===== config.mk =====
export PLATFORM = sky130hd
export DESIGN_NAME = fsic_is_tx_arbiter
export DESIGN_NICKNAME = d
export VERILOG_FILES = /design/src/rtl/fsic_is_tx_arbiter_pkg.sv /design/src/rtl/fsic_is_tx_arbiter_rr_pick.sv /design/src/rtl/fsic_is_tx_arbiter.sv
export SDC_FILE = /design/constraint.sdc
export NUM_CORES = 1
export LEC_CHECK = 0
export CORE_AREA = 2 2 90 92
export CTS_CLUSTER_DIAMETER = 200
export DETAILED_ROUTE_END_ITERATION = 12
export DIE_AREA = 0 0 92 94
export DONT_BUFFER_PORTS = 1
export GPL_ROUTABILITY_DRIVEN = 0
export PLACE_DENSITY = 0.61
export SLEW_MARGIN = 20
export SYNTH_ARGS = -nofsm -noshare
export SYNTH_HDL_FRONTEND = slang
export SYNTH_SLANG_ARGS = --single-unit
export TNS_END_PERCENT = 10

===== constraint.sdc =====
create_clock -name axis_clk -period 2.7 [get_ports axis_clk]
set_input_delay 0.405 -clock axis_clk [delete_from_list [all_inputs] [get_ports axis_clk]]
set_output_delay 0.405 -clock axis_clk [all_outputs]
set_load 0.01 [all_outputs]

===== src/rtl/fsic_is_tx_arbiter_pkg.sv =====
// Shared types for the IO_SERDES TX packet arbiter.
// State encoding, side-band widths and the pointer wrap helper.
package fsic_is_tx_arbiter_pkg;

  localparam int TID_W  = 2;
  localparam int USER_W = 2;

  typedef enum logic {
    IDLE   = 1'b0,
    LOCKED = 1'b1
  } arb_state_e;

  function automatic logic [TID_W-1:0] next_ptr(
    input logic [TID_W-1:0] g,
    input int               n
  );
    if (int'(g) >= n - 1) return '0;
    return g + 1'b1;
  endfunction

endpackage


===== src/rtl/fsic_is_tx_arbiter_rr_pick.sv =====
// Combinational round-robin picker.
// Returns the first requesting index at or after ptr, wrapping.
module fsic_is_tx_arbiter_rr_pick
  import fsic_is_tx_arbiter_pkg::*;
#(
  parameter int N = 4
) (
  input  logic [N-1:0]     req,
  input  logic [TID_W-1:0] ptr,
  output logic [TID_W-1:0] idx,
  output logic             any
);

  int c;

  always_comb begin
    idx = '0;
    any = 1'b0;
    c   = 0;
    for (int k = 0; k < N; k++) begin
      c = int'(ptr) + k;
      if (c >= N) c = c - N;
      if (!any && req[c]) begin
        any = 1'b1;
        idx = TID_W'(c);
      end
    end
  end

endmodule


===== src/rtl/fsic_is_tx_arbiter.sv =====
// Packet-level round-robin arbiter feeding the IO_SERDES TX stream.
// Grant locks from first beat to tlast; one registered output stage.
module fsic_is_tx_arbiter
  import fsic_is_tx_arbiter_pkg::*;
#(
  parameter int pNUM_REQ    = 4,
  parameter int pDATA_WIDTH = 32
) (
  input  logic                              axis_clk,
  input  logic                              axis_rst_n,
  input  logic                              arb_en,
  input  logic [pNUM_REQ*pDATA_WIDTH-1:0]   req_tdata,
  input  logic [pNUM_REQ*pDATA_WIDTH/8-1:0] req_tstrb,
  input  logic [pNUM_REQ*pDATA_WIDTH/8-1:0] req_tkeep,
  input  logic [pNUM_REQ*USER_W-1:0]        req_tuser,
  input  logic [pNUM_REQ-1:0]               req_tlast,
  input  logic [pNUM_REQ-1:0]               req_tvalid,
  output logic [pNUM_REQ-1:0]               req_tready,
  output logic [pDATA_WIDTH-1:0]            as_is_tdata,
  output logic [pDATA_WIDTH/8-1:0]          as_is_tstrb,
  output logic [pDATA_WIDTH/8-1:0]          as_is_tkeep,
  output logic [USER_W-1:0]                 as_is_tuser,
  output logic [TID_W-1:0]                  as_is_tid,
  output logic                              as_is_tlast,
  output logic                              as_is_tvalid,
  input  logic                              is_as_tready,
  output logic [TID_W-1:0]                  cur_owner,
  output logic                              busy
);

  localparam int SW = pDATA_WIDTH / 8;

  arb_state_e state_q, state_d;
  logic [TID_W-1:0] rr_ptr_q, rr_ptr_d;
  logic [TID_W-1:0] owner_q, owner_d;

  logic [pDATA_WIDTH-1:0] tdata_q, tdata_d;
  logic [SW-1:0]          tstrb_q, tstrb_d;
  logic [SW-1:0]          tkeep_q, tkeep_d;
  logic [USER_W-1:0]      tuser_q, tuser_d;
  logic [TID_W-1:0]       tid_q, tid_d;
  logic                   tlast_q, tlast_d;
  logic                   tvalid_q, tvalid_d;

  logic             load_en;
  logic [TID_W-1:0] pick_idx;
  logic             pick_any;
  logic [TID_W-1:0] gnt;
  logic             gnt_vld;
  logic             accept;

  fsic_is_tx_arbiter_rr_pick #(
    .N (pNUM_REQ)
  ) u_pick (
    .req (req_tvalid),
    .ptr (rr_ptr_q),
    .idx (pick_idx),
    .any (pick_any)
  );

  assign load_en = !tvalid_q || is_as_tready;

  always_comb begin
    state_d    = state_q;
    rr_ptr_d   = rr_ptr_q;
    owner_d    = owner_q;
    tdata_d    = tdata_q;
    tstrb_d    = tstrb_q;
    tkeep_d    = tkeep_q;
    tuser_d    = tuser_q;
    tid_d      = tid_q;
    tlast_d    = tlast_q;
    tvalid_d   = tvalid_q && !is_as_tready;
    req_tready = '0;
    gnt        = '0;
    gnt_vld    = 1'b0;
    accept     = 1'b0;

    unique case (state_q)
      IDLE: begin
        if (arb_en && pick_any) begin
          gnt     = pick_idx;
          gnt_vld = 1'b1;
        end
      end
      LOCKED: begin
        gnt     = owner_q;
        gnt_vld = 1'b1;
      end
      default: ;
    endcase

    // Ready is forced low while reset is asserted.
    if (gnt_vld && axis_rst_n) begin
      req_tready[gnt] = load_en;
      accept          = load_en && req_tvalid[gnt];
    end

    if (accept) begin
      tdata_d  = req_tdata[int'(gnt)*pDATA_WIDTH +: pDATA_WIDTH];
      tstrb_d  = req_tstrb[int'(gnt)*SW +: SW];
      tkeep_d  = req_tkeep[int'(gnt)*SW +: SW];
      tuser_d  = req_tuser[int'(gnt)*USER_W +: USER_W];
      tid_d    = gnt;
      tlast_d  = req_tlast[gnt];
      tvalid_d = 1'b1;
      if (req_tlast[gnt]) begin
        state_d  = IDLE;
        rr_ptr_d = next_ptr(gnt, pNUM_REQ);
      end else begin
        state_d = LOCKED;
        owner_d = gnt;
      end
    end
  end

  always_ff @(posedge axis_clk or negedge axis_rst_n) begin
    if (!axis_rst_n) begin
      state_q  <= IDLE;
      rr_ptr_q <= '0;
      owner_q  <= '0;
      tdata_q  <= '0;
      tstrb_q  <= '0;
      tkeep_q  <= '0;
      tuser_q  <= '0;
      tid_q    <= '0;
      tlast_q  <= 1'b0;
      tvalid_q <= 1'b0;
    end else begin
      state_q  <= state_d;
      rr_ptr_q <= rr_ptr_d;
      owner_q  <= owner_d;
      tdata_q  <= tdata_d;
      tstrb_q  <= tstrb_d;
      tkeep_q  <= tkeep_d;
      tuser_q  <= tuser_d;
      tid_q    <= tid_d;
      tlast_q  <= tlast_d;
      tvalid_q <= tvalid_d;
    end
  end

  assign as_is_tdata  = tdata_q;
  assign as_is_tstrb  = tstrb_q;
  assign as_is_tkeep  = tkeep_q;
  assign as_is_tuser  = tuser_q;
  assign as_is_tid    = tid_q;
  assign as_is_tlast  = tlast_q;
  assign as_is_tvalid = tvalid_q;
  assign cur_owner    = owner_q;
  assign busy         = (state_q == LOCKED);

endmodule


==> run_results.csv <==
group,metric,value,unit
run_status,status,"completed",
sta,skew,5.96,ps
die,die_x,92,µm
route,drt-total-wl,10900,µm
die,fp.coreArea,0.00761,mm²
worst_setup_path,path_cells,"nor3b_2, nor3_2, a31oi_4, buf_12, inv_1, buf_4, ha_1, and2_1",
worst_setup_path,required,2300,ps
layout,instances_no_fill,554,
synthesis,synth_area_leaders,"dfrtp_1 36%, nand2_1 19%, mux2_2 14%",
layout,num-nets-final,635,
grt,use_met2,34.6,%
synthesis,synth_cell_types,36,
die,die_h,94,µm
die,initial_core_util,46.7,%
pwr,p_leak,1.91,nW
worst_setup_path,cp.arrival,2190,ps
place,hpwl,6910,µm
grt,grt_max_degree,88,
clocking,cts_tree,"yes",
die,die-area,0.00865,mm²
grt,grt_pass1_vias,2939,
layout,fill_cells,714,
route,drc,0,
route,vias,3368,
synthesis,synth_largest_area_cell,"dfrtp_1",
sta,setup_viol,0,
hold_path,min-delay-start,"is_as_tready",
clocking,clk_pin_slew,80,ps
die,num_rows,32,
layout,drive_above_1_share,21.2,%
synthesis,ys_seq_area_share,35.9,%
place,place_area,0.00367,mm²
synthesis,synth.top_cell.area_share,35.9,%
worst_setup_path,timing.rr.start,"rr_ptr_q[1]$_DFFE_PN0P_",
clocking,cts_made_buffers,5,
synthesis,synth.net_count,628,
flow_run,maxCapViolations,0,
route,avgViaCountPerCell,6.08,
layout,diodes,0,
route,dr.pass1.iters,4,
sta,period_minus_slack,2600,ps
synthesis,syn_area_per_cell,8.00,µm²
sta,worstMarginPinSlew,400,ps
sta,rsz0062_at_grt,"yes",
worst_setup_path,critical_path.top_delay_family,"simple AND/OR/NAND/NOR gates",
grt,grt_use_met3,5.54,%
synthesis,ys_warn_count,0,
grt,top_usage_layer,"met2",
synthesis,netlist_area,0.00355,mm²
worst_setup_path,timing.critical_path.slowest_stage_cell,"dfrtp_2",
sta,fin_crit_sh,96.2,%
grt,grt-ovfl-total,0,
synthesis,synth_seq_cells,51,
grt,antenna_found_initial,0,
clocking,worst_skew_pair.late_latency,300,ps
hold_path,holdCritPathClass,"in -> reg",
grt,grtUsageTotal,20.3,%
layout,syn_to_final_growth,14.5,%
grt,grtUsageMet1,25.5,%
die,pin_count,233,
pwr,ir_drop,0.371,mV
place,place_inst,526,
clocking,clkSinkCount,51,
route,wire_per_inst,19.8,µm
pwr,powerDensity,1110,mW/mm²
layout,fin_area,0.00407,mm²
grt,grt_pass1_wl,14200,µm
synthesis,syn_inst,444,
route,drt_iter0_markers,133,
sta,fmax,385,MHz
worst_setup_path,crit_buf_inv,3,
worst_setup_path,slowest_delay,450,ps
sta,finalMaxSlewViolations,0,
worst_setup_path,crit_start,"rr_ptr_q[0]$_DFFE_PN0P_",
clocking,htree_levels,2,
worst_setup_path,path_max_fanout,25,
place,io_buffers,0,
worst_setup_path,cp-start-kind,"register",
worst_setup_path,path_class,"reg -> out",
clocking,cts-root-buf,"clkbuf_8",
sta,max_slew_margin,73.2,%
sta,hold_violations,0,
worst_setup_path,end_kind,"output port",
route,ant_nets,0,
clocking,clk_path_buf_depth,2,
worst paths after layout:
kind	endpoint	slack [ps]	depth (start not counted)
worst min-delay path	as_is_tvalid$_DFF_PN0_	300	2
min in group asynchronous	as_is_tdata[18]$_DFFE_PN0P_	590	2
max in group asynchronous	rr_ptr_q[1]$_DFFE_PN0P_	1850	2
worst max register to register	as_is_tdata[10]$_DFFE_PN0P_	130	10
worst min register to register	as_is_tvalid$_DFF_PN0_	590	2
worst max-delay path	req_tready[1]	100	8
state kept, by name, indices dropped and copies added, names as in the netlist:
register,count
as_is_tid,2
busy,1
cur_owner,2
as_is_tuser,2
as_is_tstrb,4
as_is_tkeep,4
as_is_tvalid,1
as_is_tlast,1
rr_ptr_q,2
as_is_tdata,32
metal layers:
metal  part of all wire (%)  vias up  wire [µm]
met5                      0        -          0
met3                    8.9       18        977
li1                       -     1540          -
met1                     41     1600       4460
met4                    1.7        0        186
met2                     49      210       5330
report_power, final:
group / internal, mW / total [mW] / switching [mW]
registers: 1.16 / 1.67 / 0.514
logic: 1.16 / 2.36 / 1.20
clock network: 0.234 / 0.470 / 0.236
synthesized netlist by cell type, drive strengths merged:
master     n
a31oi     45
ha         4
and2       5
o41ai      3
a311oi     2
and3      42
nor3       1
nor2       4
nand2b     3
nand3      1
or4        1
a21o       1
o2bb2ai    1
o22ai      1
mux2      46
a21oi      4
o21ai      3
inv        7
buf       11
o211ai     1
o21a       1
dfrtp     51
clkbuf    21
mux2i      4
nand2    176
a2bb2oi    1
nor2b      2
nor3b      1
a41oi      1
layout by cell type (no fill, tap or decap), types with 2 or more instances in the layout:
cell,instances
o21ai_0,3
ha_1,4
dfrtp_2,2
a31oi_1,44
nand2b_1,3
clkbuf_8,7
nor2_1,4
buf_4,21
buf_6,3
clkbuf_16,5
and3_1,42
mux2_2,44
nand2_1,175
dfrtp_1,49
and2_1,5
inv_1,6
mux2_1,2
o41ai_4,2
a21oi_1,3
mux2i_1,4
cell type report:
class	count	area, µm²	area share (%)
multi-input combinational	354	2160	53.1
sequential	51	1280	31.5
tap	102	128	3.14
inverter	7	26.3	0.646
timing repair buffer	32	374	9.20
clock buffer	8	100	2.46
cells by family after synthesis:
kind of cell | synth area share (%)
and+or+nand+nor | 28.9
adders and majority gates | 1.41
DFF | 35.9
buffers and inverters | 4.65
AOI/OAI and AO/OA | 13.4
muxes | 15.7
metrics by stage:
step	TNS (ps)	setup slack (ps)	util [%]	hold slack [ps]	power, mW
2_1_floorplan	0	246	-	109	3.17
3_3_place_gp	0	133	48.3	110	3.64
3_5_place_dp	0	100	48.3	110	3.69
4_1_cts	-18.4	-10.7	50.3	296	4.21
5_1_grt	-594	-53.5	53.4	311	4.84
6_report	0	102	53.4	302	4.50
timing repair:
action	in CTS	in global routing
endpoints found under the hold margin	51	0
hold buffers	2	0
endpoints found under the setup margin	2	42
pin swaps	0	4
cloned	0	6
setup buffers	0	13
gates resized for setup	3	11
Power figures use the tool's default switching activity.
